===== config.mk =====
export PLATFORM = sky130hd
export DESIGN_NAME = overlap_add_stage
export DESIGN_NICKNAME = d
export VERILOG_FILES = /design/src/rtl/overlap_add_stage.sv
export SDC_FILE = /design/constraint.sdc
export NUM_CORES = 1
export LEC_CHECK = 0
export ABC_CLOCK_PERIOD_IN_PS = 1950
export CAP_MARGIN = 20
export CELL_PAD_IN_SITES_DETAIL_PLACEMENT = 0
export CELL_PAD_IN_SITES_GLOBAL_PLACEMENT = 2
export CORE_UTILIZATION = 32
export CTS_BUF_LIST = sky130_fd_sc_hd__clkbuf_4
export DETAILED_ROUTE_END_ITERATION = 12
export PLACE_DENSITY = 0.78
export REMOVE_ABC_BUFFERS = 1
export SLEW_MARGIN = 20
export SYNTH_ARGS = -nofsm -noshare
export SYNTH_HDL_FRONTEND = slang
export SYNTH_SLANG_ARGS = --single-unit

===== constraint.sdc =====
create_clock -name clk -period 1.95 [get_ports clk]
set_input_delay 0.2925 -clock clk [delete_from_list [all_inputs] [get_ports clk]]
set_output_delay 0.2925 -clock clk [all_outputs]
set_load 0.02 [all_outputs]

===== src/rtl/overlap_add_stage.sv =====
// overlap_add_stage: overlap-adds 3-segment blocks into a segment stream; `define OVADD_BLKCNT_EN adds the blk_cnt port
module overlap_add_stage #(
  parameter int SEG_W = 7,
  parameter int OUT_W = 8
) (
  input  logic             clk,
  input  logic             rst,
  input  logic             in_valid,
  output logic             in_ready,
  input  logic             in_last,
  input  logic [SEG_W-1:0] y0,
  input  logic [SEG_W-1:0] y1,
  input  logic [SEG_W-1:0] y2,
  output logic             out_valid,
  input  logic             out_ready,
  output logic [OUT_W-1:0] out_data,
`ifdef OVADD_BLKCNT_EN
  output logic [7:0]       blk_cnt,
`endif
  output logic             out_last
);
  if (OUT_W < SEG_W + 1) begin : g_width_chk
    $error("overlap_add_stage: OUT_W must be at least SEG_W+1");
  end
  typedef enum logic [1:0] {IDLE, EMIT0, EMIT1, EMIT_TAIL} state_t;
  state_t           state_q, state_d;
  logic             out_valid_q, out_valid_d;
  logic             out_last_q, out_last_d;
  logic [OUT_W-1:0] out_data_q, out_data_d;
  logic [SEG_W-1:0] tail_q, tail_d;
  logic [SEG_W-1:0] s1_q, s1_d;
  logic [SEG_W-1:0] s2_q, s2_d;
  logic             last_q, last_d;
  logic             in_fire, out_fire, load;
  assign in_ready  = (state_q == IDLE) | ((state_q == EMIT1) & out_ready & ~last_q);
  assign in_fire   = in_valid & in_ready;
  assign out_fire  = out_valid_q & out_ready;
  assign out_valid = out_valid_q;
  assign out_data  = out_data_q;
  assign out_last  = out_last_q;
  // next-state: walk the three beats of each block, folding the held tail into the next y0
  always_comb begin
    state_d     = state_q;
    out_valid_d = out_valid_q;
    out_last_d  = out_last_q;
    out_data_d  = out_data_q;
    tail_d      = tail_q;
    load        = 1'b0;
    case (state_q)
      IDLE: if (in_fire) begin
        out_data_d  = OUT_W'(y0) + OUT_W'(tail_q);
        out_valid_d = 1'b1;
        out_last_d  = 1'b0;
        load        = 1'b1;
        state_d     = EMIT0;
      end
      EMIT0: if (out_fire) begin
        out_data_d = OUT_W'(s1_q);
        state_d    = EMIT1;
      end
      EMIT1: if (out_fire) begin
        if (last_q) begin
          out_data_d = OUT_W'(s2_q);
          out_last_d = 1'b1;
          state_d    = EMIT_TAIL;
        end else if (in_fire) begin
          out_data_d = OUT_W'(y0) + OUT_W'(s2_q);
          tail_d     = s2_q;
          load       = 1'b1;
          state_d    = EMIT0;
        end else begin
          tail_d      = s2_q;
          out_valid_d = 1'b0;
          state_d     = IDLE;
        end
      end
      EMIT_TAIL: if (out_fire) begin
        tail_d      = '0;
        out_valid_d = 1'b0;
        out_last_d  = 1'b0;
        state_d     = IDLE;
      end
    endcase
    s1_d   = load ? y1 : s1_q;
    s2_d   = load ? y2 : s2_q;
    last_d = load ? in_last : last_q;
  end
  // state and registered outputs; reset drops any pending beat and tail
  always_ff @(posedge clk or posedge rst) begin
    if (rst) begin
      state_q     <= IDLE;
      out_valid_q <= 1'b0;
      out_last_q  <= 1'b0;
      out_data_q  <= '0;
      tail_q      <= '0;
      s1_q        <= '0;
      s2_q        <= '0;
      last_q      <= 1'b0;
    end else begin
      state_q     <= state_d;
      out_valid_q <= out_valid_d;
      out_last_q  <= out_last_d;
      out_data_q  <= out_data_d;
      tail_q      <= tail_d;
      s1_q        <= s1_d;
      s2_q        <= s2_d;
      last_q      <= last_d;
    end
  end
`ifdef OVADD_BLKCNT_EN
  logic [7:0] blk_cnt_q, blk_cnt_d;
  // saturating count of blocks in the current frame, cleared as the tail beat leaves
  always_comb blk_cnt_d = (state_q == EMIT_TAIL && out_fire) ? 8'd0 :
                          (in_fire && blk_cnt_q != 8'hFF) ? blk_cnt_q + 8'd1 : blk_cnt_q;
  // block counter register
  always_ff @(posedge clk or posedge rst) begin
    if (rst) blk_cnt_q <= 8'd0;
    else blk_cnt_q <= blk_cnt_d;
  end
  assign blk_cnt = blk_cnt_q;
`endif
endmodule


Word level (Yosys, flattened, before mapping)
Index checks and enable logic that the tools add are counted.
{ "word_totals": {"out_inout_bits": 11, "ff_bits": 34} }
{ "op_classes": {"n_eq_ne": 11, "n_bitwise": 6, "mux": 31, "n_reduce_logical": 9, "add_sub_neg": 2} }
{ "ops": {"columns": ["operator", "n"], "rows": [
  ["$mux 8", 5],
  ["$pmux 8 s3", 1],
  ["$mux 7", 3],
  ["$add 7x7->8", 2],
  ["$ne 2x2->1 const B", 7],
  ["$pmux 7 s2", 1],
  ["$mux 1", 12],
  ["$mux 2", 5],
  ["$reduce_and 5->1", 2],
  ["$pmux 2 s4", 1],
  ["$reduce_and 4->1", 2],
  ["$pmux 1 s3", 2],
  ["$reduce_and 6->1", 1],
  ["$reduce_bool 3->1", 2],
  ["$and 1x1->1", 4],
  ["$eq 2x2->1 const B", 2],
  ["$ne 3x3->1 const B", 1],
  ["$eq 2x1->1 const B", 1],
  ["$logic_not 2->1", 1],
  ["$pmux 1 s2", 1],
  ["$reduce_bool 2->1", 1],
  ["$not 1->1", 1],
  ["$or 1x1->1", 1]
]} }

Longest topological paths before layout
Gate-level depths: netlist (run 1).
{ "depth": {"depth_word": 9, "depth_mapped": 9, "ltp_nobuf": 8} }

Least setup slack after synthesis (run 1)
Ideal clock, no wire load.
{ "synth_path": {"path_kind": "register to register", "start": "register s2_q[0]", "end": "register out_data_q[6] (netlist: out_data[6])", "arrival_time_ns": 1.738, "stages_incl_launch_ff": 9, "setup_slack_ns": 0.083, "setup_ns": 0.130, "t_required_ns": 1.820, "period_less_slack_ns": 1.867, "cell_sequence": "dfrtp_1 > ha_1 > inv_1 > fa_1 > nor2b_1 > o31a_1 > mux2_2 > o21ai_1 > a22oi_1"} }
{ "synth_via": {"elab_chain_cells": 5} }
{ "synth_lines": {"columns": ["element", "line_no", "source"], "rows": [
  ["start, declared", "32", "logic [SEG_W-1:0] s2_q, s2_d;"],
  ["start signal, assigned", "97", "s2_q <= '0;"],
  ["start signal, assigned", "106", "s2_q <= s2_d;"],
  ["$add 7x7->8", "67", "out_data_d = OUT_W'(y0) + OUT_W'(s2_q);"],
  ["$mux 8", "66", "end else if (in_fire) begin"],
  ["$mux 8", "62", "if (last_q) begin"],
  ["$mux 8", "61", "EMIT1: if (out_fire) begin"],
  ["$pmux 8 s3", "49", "case (state_q)"],
  ["end signal, assigned", "103", "out_data_q <= out_data_d;"],
  ["end, declared", "29", "logic [OUT_W-1:0] out_data_q, out_data_d;"]
]} }
Every way passes these cells. The select of a mux whose other input is x is not followed.
A chain may end at the register's enable or synchronous reset.

Worst setup path in the final report (run 1)
{ "layout_path": {"start": "input port y0[1]", "end": "register out_data_q[6] (netlist: out_data[6])"} }
{ "layout_via": {"elab_chain_cells": 5, "word_cells_on_any_way": 7, "classes_between": "2 x add/sub; 5 x mux"} }
{ "layout_lines": {"columns": ["element", "line_no", "source"], "rows": [
  ["start, declared", "11", "input logic [SEG_W-1:0] y0,"],
  ["$add 7x7->8", "67", null],
  ["$mux 8", "66", null],
  ["$mux 8", "62", null],
  ["$mux 8", "61", null],
  ["$pmux 8 s3 *", "49", null]
]} }
Every way passes the cells marked *; elsewhere a longest branch is shown, timed or not. The select of a mux whose other input is x is not followed.

==> report_table.html, run 1 <==
<table>
<tr><th>Metric</th><th>Value</th></tr>
<tr><th colspan="2">Finish</th></tr>
<tr><td>Antenna diode instance count</td><td>0</td></tr>
<tr><td>Post-route design area</td><td>0.00324 mm²</td></tr>
<tr><td>Fraction of layout instances using a drive strength above 1</td><td>0.283</td></tr>
<tr><td>Layout Nets</td><td>between 300 and 400</td></tr>
<tr><td># fillers</td><td>678</td></tr>
<tr><td>Register cell area after layout</td><td>851 µm²</td></tr>
<tr><td>Area used by multi-input combinational logic</td><td>0.00149 mm²</td></tr>
<tr><td>Area added between synthesis and finish</td><td>37.3%</td></tr>
<tr><td>Number of standard cells in the layout, taps in and fillers out</td><td>414</td></tr>
<tr><th colspan="2">Setup path</th></tr>
<tr><td>Combined buffer and inverter count along the critical path</td><td>2</td></tr>
<tr><td>Highest cell delay on the worst timing path</td><td>0.48 ns</td></tr>
<tr><td>Largest fanout on the critical path</td><td>2</td></tr>
<tr><td>Category of the most critical setup path</td><td>primary input to flip-flop</td></tr>
<tr><td>CP max-delay cell</td><td>sky130_fd_sc_hd__clkdlybuf4s50_1</td></tr>
<tr><td>Data arrival time of the critical path</td><td>2.12 ns</td></tr>
<tr><td>Setup crit end kind</td><td>flip-flop</td></tr>
<tr><td>Startpoint class of the critical path</td><td>primary input</td></tr>
<tr><td>Required time of the critical path</td><td>2.19 ns</td></tr>
<tr><td>CP top delay family</td><td>buffers and inverters</td></tr>
<tr><td>Cells along the critical path</td><td>clkdlybuf4s50_1 -&gt; inv_1 -&gt; fa_2 -&gt; nor2b_2 -&gt; o31a_1 -&gt; mux2_2 -&gt; o21ai_1 -&gt; a22oi_1</td></tr>
<tr><th colspan="2">Power</th></tr>
<tr><td>Leak Pwr</td><td>about 1.5 nW</td></tr>
<tr><td>Combinational Power Share</td><td>0.693</td></tr>
<tr><td>Clock power frac</td><td>0.070</td></tr>
<tr><td>Net switching component of the power</td><td>2.34 mW</td></tr>
<tr><td>Power Dens Cells</td><td>1670 mW/mm²</td></tr>
<tr><td>Switching Share</td><td>0.433</td></tr>
<tr><td>Worst-case vdd ir drop</td><td>0.728 mV</td></tr>
<tr><td>Cell-internal power</td><td>3.07 mW</td></tr>
<tr><td>Sequential fraction of design power</td><td>0.237</td></tr>
<tr><th colspan="2">STA</th></tr>
<tr><td>Final Critical Period</td><td>1.89 ns</td></tr>
<tr><td>Fmax achieved</td><td>between 500 and 600 MHz</td></tr>
<tr><td>Max-slew headroom</td><td>0.702</td></tr>
<tr><td>Clock tree skew after final layout</td><td>0.00912 ns</td></tr>
<tr><td>Hold Violations, Final</td><td>0</td></tr>
<tr><td>Fraction of the cycle the final worst path needs</td><td>0.968</td></tr>
<tr><td>RSZ-0062 raised after global routing</td><td>true</td></tr>
<tr><td>Total negative slack</td><td>0 ns</td></tr>
<tr><td>Worst Slack Setup Final</td><td>0.0625 ns</td></tr>
<tr><td>Tightest Pin Transition</td><td>0.447 ns</td></tr>
<tr><td>Number of pins exceeding their max-slew limit in the final report</td><td>0</td></tr>
<tr><td>Endpoints failing setup</td><td>0</td></tr>
<tr><th colspan="2">Placed design</th></tr>
<tr><td>Port Buffers</td><td>36</td></tr>
<tr><td>Routability cong.</td><td>about 0.89</td></tr>
<tr><td>Placement Cell Area</td><td>0.00307 mm²</td></tr>
<tr><td>Number of placed instances, taps included</td><td>400</td></tr>
<tr><td>DPL Wire Length</td><td>4600 µm</td></tr>
<tr><td>Pre-CTS setup slack</td><td>-0.477 ns</td></tr>
<tr><th colspan="2">Floorplanning</th></tr>
<tr><td>Starting Density</td><td>0.340</td></tr>
<tr><td>Number of top-level design ports</td><td>37</td></tr>
<tr><td>Die Height</td><td>87.9 µm</td></tr>
<tr><td>Overall die width</td><td>87.9 µm</td></tr>
<tr><td>Die Outline Area</td><td>0.00773 mm²</td></tr>
<tr><td>Row count</td><td>30</td></tr>
<tr><td>Core Footprint</td><td>0.00694 mm²</td></tr>
<tr><th colspan="2">Yosys</th></tr>
<tr><td>Number of register bits inferred by synthesis</td><td>34</td></tr>
<tr><td>Netlist Area Pre-Place</td><td>0.00236 mm²</td></tr>
<tr><td>Top cell types by occurrence after synthesis</td><td>34 x sky130_fd_sc_hd__dfrtp_1, 30 x sky130_fd_sc_hd__nand2_1, 22 x sky130_fd_sc_hd__o21ai_0</td></tr>
<tr><td>Most used standard cell by instance count after synthesis</td><td>sky130_fd_sc_hd__dfrtp_1</td></tr>
<tr><td>Biggest area contributors in the synthesized netlist</td><td>sky130_fd_sc_hd__dfrtp_1 36%, sky130_fd_sc_hd__ha_1 11%, sky130_fd_sc_hd__mux2_4 6.4%</td></tr>
<tr><td>Synth cell types</td><td>55</td></tr>
<tr><td>Avg Synthesized Cell Area</td><td>9.88 µm²</td></tr>
<tr><td>Most used flip-flop cell after synthesis</td><td>sky130_fd_sc_hd__dfrtp_1</td></tr>
<tr><td>Biggest area consumer among synthesized cells</td><td>sky130_fd_sc_hd__dfrtp_1</td></tr>
<tr><td>Share of synthesized area occupied by flip-flops and latches</td><td>0.360</td></tr>
<tr><td>EDFF count, synth</td><td>0</td></tr>
<tr><td>Cell count after synthesis</td><td>239</td></tr>
<tr><td>Top-area cell type share of the netlist area</td><td>0.360</td></tr>
<tr><td>Async S/R FF share, synth</td><td>1.00</td></tr>
<tr><td>YS warnings</td><td>0</td></tr>
<tr><th colspan="2">Clock network</th></tr>
<tr><td>Later-pin clock latency in the skew report</td><td>0.35 ns</td></tr>
<tr><td>Number of CTS-inserted buffers</td><td>5</td></tr>
<tr><td>H-tree depth</td><td>2</td></tr>
<tr><td>Max clock buf depth</td><td>2</td></tr>
<tr><td>TritonCTS clock tree</td><td>yes</td></tr>
<tr><td>Clock Sinks</td><td>34</td></tr>
<tr><td>Hold buffer count at cts</td><td>0</td></tr>
<tr><td>CTS clk-pin slew, worst paths</td><td>approximately 0.11 ns</td></tr>
<tr><td>Root Buffer</td><td>sky130_fd_sc_hd__clkbuf_4</td></tr>
<tr><th colspan="2">Global route</th></tr>
<tr><td>GRT Total Usage</td><td>0.168</td></tr>
<tr><td>GRT Residual Overflow</td><td>0</td></tr>
<tr><td>Initial antenna violation count</td><td>0</td></tr>
<tr><td>Via count of the first global-routing pass</td><td>1984</td></tr>
<tr><td>First-pass GRT wire length</td><td>9670 µm</td></tr>
<tr><td>Largest net degree at the start of global routing</td><td>35</td></tr>
<tr><th colspan="2">Detailed routing</th></tr>
<tr><td>Overall via count from detail_route</td><td>between 2000 and 2500</td></tr>
<tr><td>Sum of routed wire length over all layers</td><td>6100 µm</td></tr>
<tr><td>Drt first pass iters</td><td>4</td></tr>
<tr><td>Routed length per placed instance</td><td>about 15 µm</td></tr>
<tr><td>Number of DRC markers in iteration 0</td><td>57</td></tr>
<tr><td>Antenna-violating nets left</td><td>0</td></tr>
<tr><td>Count of unresolved DRC violations after routing</td><td>0</td></tr>
<tr><td>Avg Vias per Cell</td><td>4.90</td></tr>
<tr><th colspan="2">Outcome</th></tr>
<tr><td>Result of the run</td><td>completed</td></tr>
<tr><th colspan="2">Hold path</th></tr>
<tr><td>Worst min-delay path class</td><td>primary input to async pin</td></tr>
<tr><th colspan="2">Job</th></tr>
<tr><td>Max Cap Viol</td><td>0</td></tr>
</table>
-- flip-flops by register name, indices dropped and copies added (netlist names) --
| name | flops |
|---|---|
| out_valid | 1 |
| tail_q | 7 |
| s2_q | 7 |
| last_q | 1 |
| s1_q | 7 |
| out_data | 8 |
| state_q | 2 |
| out_last | 1 |
-- routing by layer --
| metal | global-route usage | share of wire | wire length, µm |
|---|---|---|---|
| met5 | 0 | 0 | 0 |
| met4 | 0.0686 | 0.018 | 108 |
| met1 | 0.222 | 0.49 | 3000 |
| met3 | 0.0292 | 0.024 | 145 |
| met2 | 0.273 | 0.47 | 2850 |
-- tightest hold or removal path: stages --
cell                              delay [ns]
sky130_fd_sc_hd__clkdlybuf4s50_1        0.39
sky130_fd_sc_hd__inv_1                  0.05
sky130_fd_sc_hd__buf_4                  0.39
-- layout make-up --
type                            count  area share
Clock buffer                        5      0.0116
Clock inverter                      3     0.00347
Inverter                           10      0.0116
Multi-Input combinational cell    187       0.460
Sequential cell                    34       0.263
Tap cell                           96      0.0371
Timing Repair Buffer               79       0.214
-- power groups by stage --
stage | clock network, mW | logic, mW | registers [mW]
final | 0.378 | 3.75 | 1.28
after CTS | 0.395 | 3.54 | 1.28
after global placement | 0 | 3.47 | 1.29
after floorplan | 0 | 2.02 | 1.39
after detailed placement | 0 | 3.47 | 1.30
after global routing | 0.430 | 4.11 | 1.32
-- final timing paths --
path | slack (ns) | end | depth (start not counted) | startpoint
max reg2reg | 0.08 | out_data[6]$_DFFE_PP0P_ | 8 | s2_q[0]$_DFFE_PP0P_
max in group asynchronous | 1.30 | out_valid$_DFFE_PP0P_ | 3 | rst
min | 0.34 | out_data[2]$_DFFE_PP0P_ | 3 | rst
min reg2reg | 0.49 | out_data[0]$_DFFE_PP0P_ | 2 | out_data[0]$_DFFE_PP0P_
max | 0.06 | out_data[6]$_DFFE_PP0P_ | 8 | y0[1]
min in group clk | 0.49 | out_data[0]$_DFFE_PP0P_ | 2 | out_data[0]$_DFFE_PP0P_
-- cell usage in the layout (no fill, tap or decap), types with 7 or more instances in the layout --
| cell type | n |
|---|---|
| sky130_fd_sc_hd__o21ai_0 | 22 |
| sky130_fd_sc_hd__inv_1 | 10 |
| sky130_fd_sc_hd__nor2_1 | 12 |
| sky130_fd_sc_hd__a21oi_1 | 12 |
| sky130_fd_sc_hd__ha_1 | 15 |
| sky130_fd_sc_hd__mux2_2 | 7 |
| sky130_fd_sc_hd__nand2_1 | 30 |
| sky130_fd_sc_hd__dfrtp_1 | 34 |
| sky130_fd_sc_hd__mux2_4 | 10 |
| sky130_fd_sc_hd__clkdlybuf4s50_1 | 34 |
| sky130_fd_sc_hd__buf_4 | 41 |
-- stage by stage --
stage	power, mW	utilization	hold slack, ns
detailed placement	4.77	0.442	0.477
floorplan	3.41	-	0.434
finish	5.41	0.467	0.337
global placement	4.76	0.442	0.463
CTS	5.21	0.453	0.342
global route	5.87	0.467	0.397
-- cell families (layout without fill, tap and decap cells) --
group / after synthesis / in the layout / synth area share
xor+xnor: 4 / 4 / 0.0148
mux: 17 / 17 / 0.0970
buf+inv: 18 / 97 / 0.0435
compound gates: 71 / 71 / 0.210
simple gates: 73 / 73 / 0.151
flops: 34 / 34 / 0.360
fa+ha+maj: 22 / 22 / 0.123
-- what timing repair did --
item | in CTS | in global routing
pin swaps | 1 | 8
gates cloned | 0 | 0
setup endpoints to repair | 3 | 7
buffers inserted | 2 | 4
resized for setup | 12 | 11
endpoints found under the hold margin | 0 | 0
(Power assumes the default switching activity.)
==> inputs of run 2 (changes only) <==
- CORE_ASPECT_RATIO: not set -> 0.6
- CORE_UTILIZATION: 32 -> 31
- CTS_BUF_LIST: sky130_fd_sc_hd__clkbuf_4 -> sky130_fd_sc_hd__clkbuf_4 sky130_fd_sc_hd__clkbuf_8 sky130_fd_sc_hd__clkbuf_16
- PLACE_DENSITY: 0.78 -> 0.76
==> run 2 against run 1 <==
- routed wire length rose by 7.5%
- global-route usage increased by 0.32 points
- flip-flop and latch count unchanged
- core utilization fell by 0.39 points
- sequential power increased by 3%
- register-to-register slack lost 0.05 ns
- via count is 3.0% higher
==> report_table.html, run 2 (synthesis results as in run 1) <==
<table>
<tr><th>Metric</th><th>Value</th></tr>
<tr><th colspan="2">Outcome</th></tr>
<tr><td>Result of the run</td><td>completed</td></tr>
<tr><th colspan="2">Finish</th></tr>
<tr><td>Antenna diode instance count</td><td>0 (unchanged)</td></tr>
<tr><td>Area added between synthesis and finish</td><td>43.6%</td></tr>
<tr><td>Commonest cells after routing, fill and taps aside</td><td>42 x sky130_fd_sc_hd__buf_4, 33 x sky130_fd_sc_hd__dfrtp_1, 32 x sky130_fd_sc_hd__clkdlybuf4s50_1</td></tr>
<tr><td>Most common cell after layout, fill and taps aside</td><td>sky130_fd_sc_hd__buf_4</td></tr>
<tr><td>Core Util, Final</td><td>0.463 (-0.00389)</td></tr>
<tr><td>Layout Nets</td><td>365 (unchanged)</td></tr>
<tr><td>Max FFs per register</td><td>8 (unchanged)</td></tr>
<tr><td>Fraction of layout instances using a drive strength above 1</td><td>0.305 (+0.0220)</td></tr>
<tr><td>Number of standard cells in the layout, taps in and fillers out</td><td>422 (+1.9%)</td></tr>
<tr><th colspan="2">Clock network</th></tr>
<tr><td>H-tree depth</td><td>2 (unchanged)</td></tr>
<tr><td>Number of CTS-inserted buffers</td><td>5 (unchanged)</td></tr>
<tr><td>Max clock buf depth</td><td>2 (unchanged)</td></tr>
<tr><td>Later-pin clock latency in the skew report</td><td>0.28 ns (-0.07 ns)</td></tr>
<tr><td>Root Buffer</td><td>sky130_fd_sc_hd__clkbuf_16</td></tr>
<tr><td>Hold buffer count at cts</td><td>0 (unchanged)</td></tr>
<tr><td>Clock Sinks</td><td>34 (unchanged)</td></tr>
<tr><td>CTS clk-pin slew, worst paths</td><td>0.06 ns (-0.05 ns)</td></tr>
<tr><td>TritonCTS clock tree</td><td>yes</td></tr>
<tr><th colspan="2">Power</th></tr>
<tr><td>Switching Share</td><td>0.413 (-0.0197)</td></tr>
<tr><td>Clock power frac</td><td>0.148 (+0.078)</td></tr>
<tr><td>Power consumption</td><td>6.00 mW (+11%)</td></tr>
<tr><td>Net switching component of the power</td><td>2.48 mW (+5.9%)</td></tr>
<tr><td>Worst-case vdd ir drop</td><td>0.544 mV (-25%)</td></tr>
<tr><td>Sequential fraction of design power</td><td>0.220 (-0.017)</td></tr>
<tr><td>Leak Pwr</td><td>1.55 nW (+3.1%)</td></tr>
<tr><td>Combinational Power Share</td><td>0.632 (-0.061)</td></tr>
<tr><td>Cell-internal power</td><td>3.52 mW (+15%)</td></tr>
<tr><td>Power Dens Cells</td><td>1770 mW/mm² (+6.1%)</td></tr>
<tr><th colspan="2">Setup path</th></tr>
<tr><td>Category of the most critical setup path</td><td>flip-flop to flip-flop</td></tr>
<tr><td>Cells along the critical path</td><td>ha_2 -&gt; inv_2 -&gt; fa_2 -&gt; nor2b_2 -&gt; o31a_1 -&gt; mux2_4 -&gt; o21ai_2 -&gt; a22oi_1</td></tr>
<tr><td>Startpoint class of the critical path</td><td>flip-flop</td></tr>
<tr><td>CP top delay family</td><td>adder cells</td></tr>
<tr><td>Highest cell delay on the worst timing path</td><td>0.35 ns (-0.13 ns)</td></tr>
<tr><td>Setup crit end kind</td><td>flip-flop</td></tr>
<tr><td>Data arrival time of the critical path</td><td>2.07 ns (-0.05 ns)</td></tr>
<tr><td>Largest fanout on the critical path</td><td>2 (unchanged)</td></tr>
<tr><td>Required time of the critical path</td><td>2.10 ns (-0.09 ns)</td></tr>
<tr><td>CP max-delay cell</td><td>sky130_fd_sc_hd__dfrtp_1</td></tr>
<tr><td>Combined buffer and inverter count along the critical path</td><td>1 (-1)</td></tr>
<tr><th colspan="2">Placed design</th></tr>
<tr><td>Number of placed instances, taps included</td><td>408 (+2.0%)</td></tr>
<tr><td>Routability cong.</td><td>0.845 (-4.6%)</td></tr>
<tr><td>Port Buffers</td><td>36 (unchanged)</td></tr>
<tr><td>DPL Wire Length</td><td>4990 µm (+8.6%)</td></tr>
<tr><th colspan="2">STA</th></tr>
<tr><td>Tightest Pin Transition</td><td>0.460 ns (+0.0129 ns)</td></tr>
<tr><td>RSZ-0062 raised after global routing</td><td>true</td></tr>
<tr><td>Fraction of the cycle the final worst path needs</td><td>0.983 (+0.0149)</td></tr>
<tr><td>Endpoints failing setup</td><td>0 (unchanged)</td></tr>
<tr><td>Hold Violations, Final</td><td>0 (unchanged)</td></tr>
<tr><td>Fmax achieved</td><td>522 MHz (-1.5%)</td></tr>
<tr><td>Number of pins exceeding their max-slew limit in the final report</td><td>0 (unchanged)</td></tr>
<tr><td>Final Critical Period</td><td>1.92 ns (+0.0291 ns)</td></tr>
<tr><td>Max-slew headroom</td><td>0.693 (-0.00861)</td></tr>
<tr><td>Clock tree skew after final layout</td><td>0.00617 ns (-0.00295 ns)</td></tr>
<tr><th colspan="2">Floorplanning</th></tr>
<tr><td>Row count</td><td>24 (-20%)</td></tr>
<tr><td>Core Footprint</td><td>0.00733 mm² (+5.5%)</td></tr>
<tr><td>Die Height</td><td>69.6 µm (-21%)</td></tr>
<tr><td>Overall die width</td><td>115 µm (+30%)</td></tr>
<tr><td>Number of top-level design ports</td><td>37 (unchanged)</td></tr>
<tr><td>Die Outline Area</td><td>0.00798 mm² (+3.3%)</td></tr>
<tr><td>Starting Density</td><td>0.322 (-0.0178)</td></tr>
<tr><th colspan="2">Detailed routing</th></tr>
<tr><td>Sum of routed wire length over all layers</td><td>6560 µm (+7.5%)</td></tr>
<tr><td>Drt first pass iters</td><td>4 (unchanged)</td></tr>
<tr><td>Routed length per placed instance</td><td>15.5 µm (+5.5%)</td></tr>
<tr><td>Overall via count from detail_route</td><td>2089 (+3.0%)</td></tr>
<tr><td>Avg Vias per Cell</td><td>4.95 (+1.0%)</td></tr>
<tr><td>Antenna-violating nets left</td><td>0 (unchanged)</td></tr>
<tr><td>Count of unresolved DRC violations after routing</td><td>0 (unchanged)</td></tr>
<tr><td>Number of DRC markers in iteration 0</td><td>55 (-3.5%)</td></tr>
<tr><th colspan="2">Global route</th></tr>
<tr><td>Largest net degree at the start of global routing</td><td>35 (unchanged)</td></tr>
<tr><td>GRT Residual Overflow</td><td>0 (unchanged)</td></tr>
<tr><td>First-pass GRT wire length</td><td>10500 µm (+8.4%)</td></tr>
<tr><td>Initial antenna violation count</td><td>0 (unchanged)</td></tr>
<tr><td>GRT Total Usage</td><td>0.172 (+0.00324)</td></tr>
<tr><td>Via count of the first global-routing pass</td><td>2072 (+4.4%)</td></tr>
<tr><th colspan="2">Job</th></tr>
<tr><td>Max Cap Viol</td><td>0 (unchanged)</td></tr>
<tr><th colspan="2">Hold path</th></tr>
<tr><td>Worst min-delay path class</td><td>primary input to async pin</td></tr>
</table>
run 2: power groups by stage:
stage / Combinational, mW / Sequential [mW] / Clock, mW
detailed placement: 3.50 / 1.32 / 0
CTS: 3.61 / 1.31 / 0.912
finish: 3.79 / 1.32 / 0.891
global route: 4.16 / 1.36 / 0.939
global placement: 3.48 / 1.33 / 0
floorplan: 2.02 / 1.39 / 0
run 2: cell type report:
cell class	count	area (µm²)
tap	104	130
fill	764	3940
timing repair buffer	79	687
sequential	34	852
inverter	10	37.5
clock buffer	8	166
multi-input combinational	187	1520
run 2: through the flow:
stage | area (µm²) | TNS [ns] | hold WS (ns) | setup slack [ns]
finish | 3390 | 0 | 0.416 | 0.0334
global route | 3390 | -0.0555 | 0.504 | -0.0412
detailed placement | 3080 | -2.57 | 0.474 | -0.510
CTS | 3290 | 0 | 0.438 | 0.0112
floorplan | 2300 | -1.25 | 0.434 | -0.115
global placement | 3080 | -2.36 | 0.469 | -0.474
run 2: tightest hold or removal path: stages:
cell,delay (ns)
sky130_fd_sc_hd__clkdlybuf4s50_1,0.39
sky130_fd_sc_hd__inv_1,0.05
sky130_fd_sc_hd__buf_4,0.40
run 2: repair_timing:
item,in CTS,in global routing
resized for setup,13,19
endpoints found under the setup margin,11,16
pin swaps,1,3
setup buffers,3,3
run 2: final timing paths:
| path | start | endpoint | slack [ns] | cells after the start |
|---|---|---|---|---|
| worst min-delay path | rst | s2_q[2]$_DFFE_PP0P_ | 0.42 | 3 |
| worst max register to register | s2_q[0]$_DFFE_PP0P_ | out_data[6]$_DFFE_PP0P_ | 0.03 | 8 |
| max in group asynchronous | rst | state_q[0]$_DFFE_PP0P_ | 1.19 | 3 |
| worst max-delay path | s2_q[0]$_DFFE_PP0P_ | out_data[6]$_DFFE_PP0P_ | 0.03 | 8 |
| worst min register to register | tail_q[5]$_DFFE_PP0P_ | tail_q[5]$_DFFE_PP0P_ | 0.48 | 2 |
| min in group clk | tail_q[5]$_DFFE_PP0P_ | tail_q[5]$_DFFE_PP0P_ | 0.48 | 2 |
run 2: metal layers:
| metal | up-vias | global-route usage | part of all wire |
|---|---|---|---|
| li1 | 1024 | - | - |
| met1 | 1012 | 0.262 | 0.53 |
| met2 | 48 | 0.242 | 0.41 |
| met3 | 5 | 0.0437 | 0.055 |
| met4 | 0 | 0.0289 | 0.0044 |
| met5 | - | 0 | 0 |
